`src/rtl/adc_rx_mchan.sv`:
```
// Multi-channel ADC receive front end: capture, DC offset removal with saturation,
// optional 2^DEC_LOG2 average/decimate, enable/settle gating, overrange statistics.
// Define ADC_OFFSET_BIN_EN when adc_d arrives as offset-binary.
module adc_rx_mchan #(
  parameter int unsigned NCH      = 2,
  parameter int unsigned DW       = 14,
  parameter int unsigned SETTLE   = 16,
  parameter int unsigned DEC_LOG2 = 0,
  parameter int unsigned OR_CNT_W = 16
) (
  input  logic                    adc_clk100m,
  input  logic                    ad_rst_n,
  input  logic                    rx_en,
  input  logic [DW-1:0]           sub_value,
  input  logic [NCH*DW-1:0]       adc_d,
  input  logic [NCH-1:0]          adc_or,
  input  logic                    or_clr,
  output logic [NCH*DW-1:0]       ad_data,
  output logic                    ad_data_valid,
  output logic [NCH-1:0]          or_flag,
  output logic [NCH*OR_CNT_W-1:0] or_count,
  output logic [1:0]              rx_state
);

  localparam int unsigned CNT_W = 16;

  typedef enum logic [1:0] {
    S_IDLE   = 2'd0,
    S_SETTLE = 2'd1,
    S_RUN    = 2'd2
  } state_t;

  state_t             state;
  logic [CNT_W-1:0]   settle_cnt;
  logic               settle_done;
  logic               run_nxt;
  logic [NCH*DW-1:0]  d_in_c;
  logic [NCH*DW-1:0]  s1_d;
  logic [NCH-1:0]     s1_or;
  logic [NCH*DW-1:0]  diff_c;
  logic [NCH*DW-1:0]  s2_d;

  // Subtract in DW+1 bits and clamp back into the signed DW range.
  function automatic logic [DW-1:0] sat_sub(input logic [DW-1:0] a, input logic [DW-1:0] b);
    logic [DW:0] d;
    d = {a[DW-1], a} - {b[DW-1], b};
    if (d[DW] != d[DW-1])
      sat_sub = d[DW] ? {1'b1, {(DW-1){1'b0}}} : {1'b0, {(DW-1){1'b1}}};
    else
      sat_sub = d[DW-1:0];
  endfunction

  assign settle_done = (settle_cnt == CNT_W'(SETTLE - 1));
  // High when the state register will hold RUN after this edge.
  assign run_nxt     = rx_en && ((state == S_RUN) || ((state == S_SETTLE) && settle_done));
  assign rx_state    = state;

  always_ff @(posedge adc_clk100m or negedge ad_rst_n) begin
    if (!ad_rst_n) begin
      state      <= S_IDLE;
      settle_cnt <= '0;
    end else if (!rx_en) begin
      state      <= S_IDLE;
      settle_cnt <= '0;
    end else begin
      case (state)
        S_IDLE: begin
          state      <= S_SETTLE;
          settle_cnt <= '0;
        end
        S_SETTLE: begin
          if (settle_done) state <= S_RUN;
          else             settle_cnt <= settle_cnt + CNT_W'(1);
        end
        S_RUN:   state <= S_RUN;
        default: state <= S_IDLE;
      endcase
    end
  end

  always_comb begin
    d_in_c = adc_d;
`ifdef ADC_OFFSET_BIN_EN
    for (int k = 0; k < NCH; k++) d_in_c[k*DW + DW - 1] = ~adc_d[k*DW + DW - 1];
`endif
  end

  always_comb begin
    diff_c = '0;
    for (int k = 0; k < NCH; k++) diff_c[k*DW +: DW] = sat_sub(s1_d[k*DW +: DW], sub_value);
  end

  always_ff @(posedge adc_clk100m or negedge ad_rst_n) begin
    if (!ad_rst_n) begin
      s1_d  <= '0;
      s1_or <= '0;
      s2_d  <= '0;
    end else begin
      s1_d  <= d_in_c;
      s1_or <= adc_or;
      s2_d  <= diff_c;
    end
  end

  generate
    if (DEC_LOG2 == 0) begin : g_pass
      always_ff @(posedge adc_clk100m or negedge ad_rst_n) begin
        if (!ad_rst_n) begin
          ad_data       <= '0;
          ad_data_valid <= 1'b0;
        end else begin
          ad_data       <= s2_d;
          ad_data_valid <= run_nxt;
        end
      end
    end else begin : g_dec
      localparam int unsigned AW = DW + DEC_LOG2;
      localparam int unsigned PW = DEC_LOG2;

      logic [NCH*AW-1:0] acc;
      logic [NCH*AW-1:0] sum_c;
      logic [NCH*DW-1:0] avg_c;
      logic [PW-1:0]     phase;
      logic              v1;
      logic              v2;

      always_comb begin
        sum_c = '0;
        avg_c = '0;
        for (int k = 0; k < NCH; k++) begin
          sum_c[k*AW +: AW] = acc[k*AW +: AW] + AW'($signed(s2_d[k*DW +: DW]));
          avg_c[k*DW +: DW] = DW'($signed(sum_c[k*AW +: AW]) >>> DEC_LOG2);
        end
      end

      // v1/v2 tag stage-1/stage-2 samples that were captured while running.
      always_ff @(posedge adc_clk100m or negedge ad_rst_n) begin
        if (!ad_rst_n) begin
          acc           <= '0;
          phase         <= '0;
          v1            <= 1'b0;
          v2            <= 1'b0;
          ad_data       <= '0;
          ad_data_valid <= 1'b0;
        end else begin
          v1            <= run_nxt && (state == S_RUN);
          v2            <= run_nxt && v1;
          ad_data_valid <= 1'b0;
          if (!run_nxt) begin
            acc   <= '0;
            phase <= '0;
          end else if (v2) begin
            phase <= phase + PW'(1);
            if (&phase) begin
              acc           <= '0;
              ad_data       <= avg_c;
              ad_data_valid <= 1'b1;
            end else begin
              acc <= sum_c;
            end
          end
        end
      end
    end
  endgenerate

  // Overrange statistics run in every state; a clear wins over a same-cycle event.
  always_ff @(posedge adc_clk100m or negedge ad_rst_n) begin
    if (!ad_rst_n) begin
      or_flag  <= '0;
      or_count <= '0;
    end else begin
      for (int k = 0; k < NCH; k++) begin
        if (or_clr) begin
          or_flag[k]                      <= 1'b0;
          or_count[k*OR_CNT_W +: OR_CNT_W] <= '0;
        end else if (s1_or[k]) begin
          or_flag[k] <= 1'b1;
          if (!(&or_count[k*OR_CNT_W +: OR_CNT_W]))
            or_count[k*OR_CNT_W +: OR_CNT_W] <= or_count[k*OR_CNT_W +: OR_CNT_W] + OR_CNT_W'(1);
        end
      end
    end
  end

endmodule

```
`config.mk`:
```
export PLATFORM = sky130hd
export DESIGN_NAME = adc_rx_mchan
export DESIGN_NICKNAME = d
export VERILOG_FILES = /design/src/rtl/adc_rx_mchan.sv
export SDC_FILE = /design/constraint.sdc
export NUM_CORES = 1
export LEC_CHECK = 0
export CORE_MARGIN = 2
export CORE_UTILIZATION = 46
export CTS_CLUSTER_DIAMETER = 50
export CTS_CLUSTER_SIZE = 20
export DETAILED_ROUTE_END_ITERATION = 12
export PLACE_DENSITY = 0.7
export SYNTH_ARGS = -nofsm -noshare
export SYNTH_HDL_FRONTEND = slang
export SYNTH_SLANG_ARGS = --single-unit
```
`constraint.sdc`:
```
create_clock -name adc_clk100m -period 3.48 [get_ports adc_clk100m]
set_input_delay 1.044 -clock adc_clk100m [delete_from_list [all_inputs] [get_ports adc_clk100m]]
set_output_delay 1.044 -clock adc_clk100m [all_outputs]
set_load 0.1 [all_outputs]
```
Word level (Yosys, flattened, before mapping)
Cells that the tools add are included.

storage, ports and cells
  bits in registers = 139
  output and inout port bits = 65
  word-level logic and storage cells = 57

operators by class
  add/subtract/negate cells = 5
  equality and inequality tests = 10
  mux-type cells = 20
  reductions and logical operators = 11

operators with widths
  cell                                            number
  two-way mux 16 bit                              8
  two-way mux 14 bit                              4
  adder 16 x 1 -> 16 bit, second input constant   3
  one-hot mux 16 bit (2 select lines)             1
  AND reduction 16 bit                            2
  subtractor 14 x 14 -> 15 bit                    2
  == test 16 x 4 -> 1 bit, second input constant  1
  != test 3 bit, second input constant            2
  one-hot mux 2 bit (3 select lines)              1
  AND reduction 2 bit                             3
  two-way mux 1 bit                               4
  two-way mux 2 bit                               2
  != test 2 bit, second input constant            2
  nonzero test 2 bit                              2
  != test 3 x 1 -> 1 bit, second input constant   1
  == test 2 x 1 -> 1 bit, second input constant   1
  == test 2 bit, second input constant            1
  logical AND 1 bit                               2
  zero test 2 bit                                 1
  != test 1 bit                                   2
  logical OR 1 bit                                1

Logic depth before layout (Yosys ltp)
Gate-level depths: netlist (run 1).

  word-level depth = 4
  depth in mapped cells = 11
  gate-level depth less buffers = 10

Worst setup path after synthesis (run 1)
Ideal clock, no wire load.

  path kind = input to register
  from = input port sub_value[0]
  to = register s2_d[21]
  arrival time = 3,038 ps
  data required time = 3,393 ps
  setup slack = 356 ps
  stages = 9
  buffers on the path = 0
  path through = ha_1 > fa_1 > nand2b_1 > a21oi_1 > o21ai_0 > a21bo_2 > a31oi_1 > inv_1 > o211ai_1

on the way
  longest elaborated chain between the ends = 3
  elaborated cells between the ends (all ways) = 4
  classes of those cells = add/sub: 1; eq/ne: 1; mux: 2

ends and longest elaborated chain
  what                                                 line    RTL
  start: declaration                                   14      input logic [DW-1:0] sub_value,
  subtractor 14 x 14 -> 15 bit (*)                     46      d = {a[DW-1], a} - {b[DW-1], b};
  two-way mux 14 bit or != test 1 bit (tied branches)  48, 47
  two-way mux 14 bit (*)                               47      if (d[DW] != d[DW-1])
  via diff_c[21]                                       40      logic [NCH*DW-1:0] diff_c;
  end signal: assignment                               101     s2_d <= diff_c;
  end: declaration                                     41      logic [NCH*DW-1:0] s2_d;

Mark *: on every way through the listed nets, which the timed path passes. The rest lies on a longest branch.
A chain may end at the register's enable or synchronous reset.

Final worst setup path (run 1)
  from = input port sub_value[10]
  to = register s2_d[8]

The elaborated chain is that of the path after synthesis.

==> results.toml, run 1 <==
[clock_network]
cts_tree = "done"
clk_latency_ps = 420
htreeDepth = 4
cts_hold_buf = 0
cts_resized = 0
postCtsSetupBuffers = 0
cts_buffer_depth = 2
clock-sinks = 139
root_buffer = "clkbuf_16"
cts_buffers = 17
clk_pin_slew_ps = 60

[sta]
fmaxAchievable_mhz = 299.4
setup_viol = 0
period_share_pct = 95.97
slew_headroom_pct = 50.10
hold_viol = 0
fin_hold_ws_ps = 343.2
worst_slew_pin_slew_ps = 740.6
fin_crit_ps = 3340
slew_violations = 0
rsz0062_at_grt = "false"
clock_skew_ps = 7.757

[floorplan]
num_io_pins = 113
rows = 44
core-area_mm2 = 0.01459
fp.dieW_um = 126.3
fp.dieArea_mm2 = 0.01596
die_h_um = 126.3
initial_core_util_pct = 47.20

[grt]
grt_max_degree = 50
grt_pass1_wl_mm = 27.09
grt_use_total_pct = 21.01
antenna_found_initial = 0
gr-total-overflow = 0
grt_pass1_vias = 5735

[worst_hold_path]
holdPathStages = 0
min_path_type = "flip-flop to flip-flop"
worstHoldStart = "s2_d[27]"
min_to = "ad_data[27]"

[outcome]
status = "finished clean"

[layout]
diodes = 0
drive_above_1_share_pct = 18.51
fin_util_pct = 62.05
area_delta_synth_final_pct = 31.47
fin_nets = 958
fin_area_mm2 = 0.009052

[run]
maxCapViolCount = 0

[worst_setup_path]
worstSetupEndpointType = "flip-flop"
cp_max_fo = 10
rr_worst_depth = 8
crit_arrival_ps = 3690
crit-reg2reg-launch = "s1_d[10]"
r2r_slack_ps = 970
timing.rr.end = "s2_d[8]"
path_class = "primary input to flip-flop"
cp.required_ps = 3830
start_kind = "primary input"

[synthesis]
synth_edf_count = 0
postSynthCellCount = 702
synth.distinct_cells = 51
mappedNetlistArea_mm2 = 0.006885
syn-num-nets = 787
ys_ff_latch = 139
ys.flop_type = "dfrtp_1"
synth-async-reset-ratio_pct = 100.0
avgSynthCellArea_um2 = 9.808
ys_seq_area_share_pct = 50.52
yosys_warnings = 0

[place]
dpl.hpwl_mm = 12.09
routabilityCongestion = 0.8569
dpl_cell_area_mm2 = 0.008458
io_buffers = 112

[routing]
num_vias = 5862
routed_via_density = 5.479
drt-initial-drc-count = 273
ant_nets = 0
avgRoutedWirePerCell_um = 15.15
drt-total-wl_mm = 16.21
first_pass_iters = 5
drc_errors = 0

[power_and_ir_drop]
leakage_uw = 0.004148
max-vdd-ir-drop_mv = 0.4124
powerDensity_mw_per_mm2 = 602.9
power_uw = 5458
layout by cell type, fill, tap and decap left out, types with 4 or more instances in the layout:
cell / synthesis / final
nand4_1: 14 / 14
clkinvlp_4: 0 / 5
a21oi_1: 39 / 39
o21a_1: 13 / 13
buf_4: 0 / 124
nor3_1: 5 / 5
ha_1: 35 / 35
o21ai_1: 5 / 5
inv_1: 36 / 36
o21ai_0: 72 / 72
and3_1: 10 / 10
and4_1: 4 / 4
o31ai_1: 4 / 4
and2_1: 4 / 4
o211ai_1: 14 / 14
a21o_1: 8 / 8
clkinv_2: 0 / 4
nor2_1: 78 / 78
nand2_1: 52 / 52
nor2b_1: 4 / 4
nor4_1: 5 / 5
dfrtp_1: 139 / 139
clkbuf_16: 0 / 17
xnor2_1: 24 / 24
nand3_1: 38 / 38
clkdlybuf4s50_1: 0 / 46
or3_1: 7 / 7
a31oi_1: 6 / 6
xor2_1: 23 / 23
nand2b_1: 4 / 4
area by class of cell:
cell class,instances,area [um2]
Clock buffer,20,446.7
Clock inverter,12,147.6
Fill cell,1184,5537
Inverter,36,135.1
Multi-Input combinational cell,507,3192
Sequential cell,139,3478
Tap cell,184,230.2
Timing Repair Buffer,172,1423
through the flow:
step / TNS (ps) / instances / setup WS, ps
finish: 0 / 1070 / 140.1
global route: 0 / 1070 / 22.06
CTS: 0 / 1070 / 220.0
detailed placement: -3575 / 1038 / -214.9
global placement: -2401 / 1038 / -173.9
floorplan: 0 / 702 / 355.7
where the power goes:
group / switching [uW] / total (uW) / internal (uW)
Sequential: 77.5 / 1890 / 1810
Combinational: 1260 / 1750 / 484
Clock: 681 / 1820 / 1140
registers in the layout (all words and copies together), names as in the netlist:
signal	cells
ad_data	28
ad_data_valid	1
or_count	32
or_flag	2
rx_state	2
s1_d	28
s1_or	2
s2_d	28
settle_cnt	16
how the worst max path moves through the flow:
stage | startpoint | end | cells past startpoint | slack [ps]
after floorplan | sub_value[0] | s2_d[21] | 9 | 360
after global placement | sub_value[1] | s2_d[21] | 9 | -170
after detailed placement | sub_value[1] | s2_d[21] | 9 | -210
after CTS | sub_value[1] | s2_d[21] | 9 | 220
after global routing | sub_value[0] | s2_d[10] | 11 | 20
final | sub_value[10] | s2_d[8] | 10 | 140
cell usage after synthesis, drive strengths merged, types with 6 or more instances:
| cell type | number | area (um2) |
|---|---|---|
| dfrtp | 139 | 3478 |
| nor2 | 78 | 292.8 |
| o21ai | 77 | 385.4 |
| nand2 | 52 | 195.2 |
| a21oi | 39 | 195.2 |
| nand3 | 38 | 190.2 |
| inv | 36 | 135.1 |
| ha | 35 | 437.9 |
| xnor2 | 24 | 210.2 |
| xor2 | 23 | 201.4 |
| clkbuf | 15 | 56.30 |
| nand4 | 14 | 87.58 |
| o211ai | 14 | 105.1 |
| o21a | 13 | 97.59 |
| and3 | 10 | 62.56 |
| a21o | 8 | 60.06 |
| or3 | 7 | 43.79 |
| a31oi | 6 | 37.54 |
per-layer routing:
| layer | up-vias | track usage (%) | wire [um] |
|---|---|---|---|
| li1 | 2825 | - | - |
| met1 | 2802 | 26.81 | 6979 |
| met2 | 200 | 34.57 | 7922 |
| met3 | 35 | 5.820 | 923 |
| met4 | 0 | 7.304 | 384 |
| met5 | - | 0 | 0 |
kinds of logic after synthesis:
family	synth area share [%]
XOR/XNOR	5.978
multiplexers	0.6178
flip-flops	50.52
buffers and inverters	3.125
AND/OR/NAND/NOR	15.81
adder cells (fa/ha/maj)	6.942
AO/OA/AOI/OAI	17.01
worst max-delay path, stage by stage:
cell and delay [ps]:
clkdlybuf4s50_1 450, inv_1 80, ha_1 380, a21oi_1 170, o21ai_0 140, a221oi_1 410
nand2b_1 190, nor2_1 480, o21ai_0 230, nand2_1 120
Note: power is estimated with default switching activity, not from simulation.
==> inputs of run 2 (changes only) <==
--- a/config.mk
+++ b/config.mk
@@ -11,6 +11,7 @@
 export CTS_CLUSTER_SIZE = 20
 export DETAILED_ROUTE_END_ITERATION = 12
 export PLACE_DENSITY = 0.7
+export SLEW_MARGIN = 10
 export SYNTH_ARGS = -nofsm -noshare
 export SYNTH_HDL_FRONTEND = slang
 export SYNTH_SLANG_ARGS = --single-unit
==> results of run 2 <==
Final layout, timing and power as in run 1 (identical DEF).
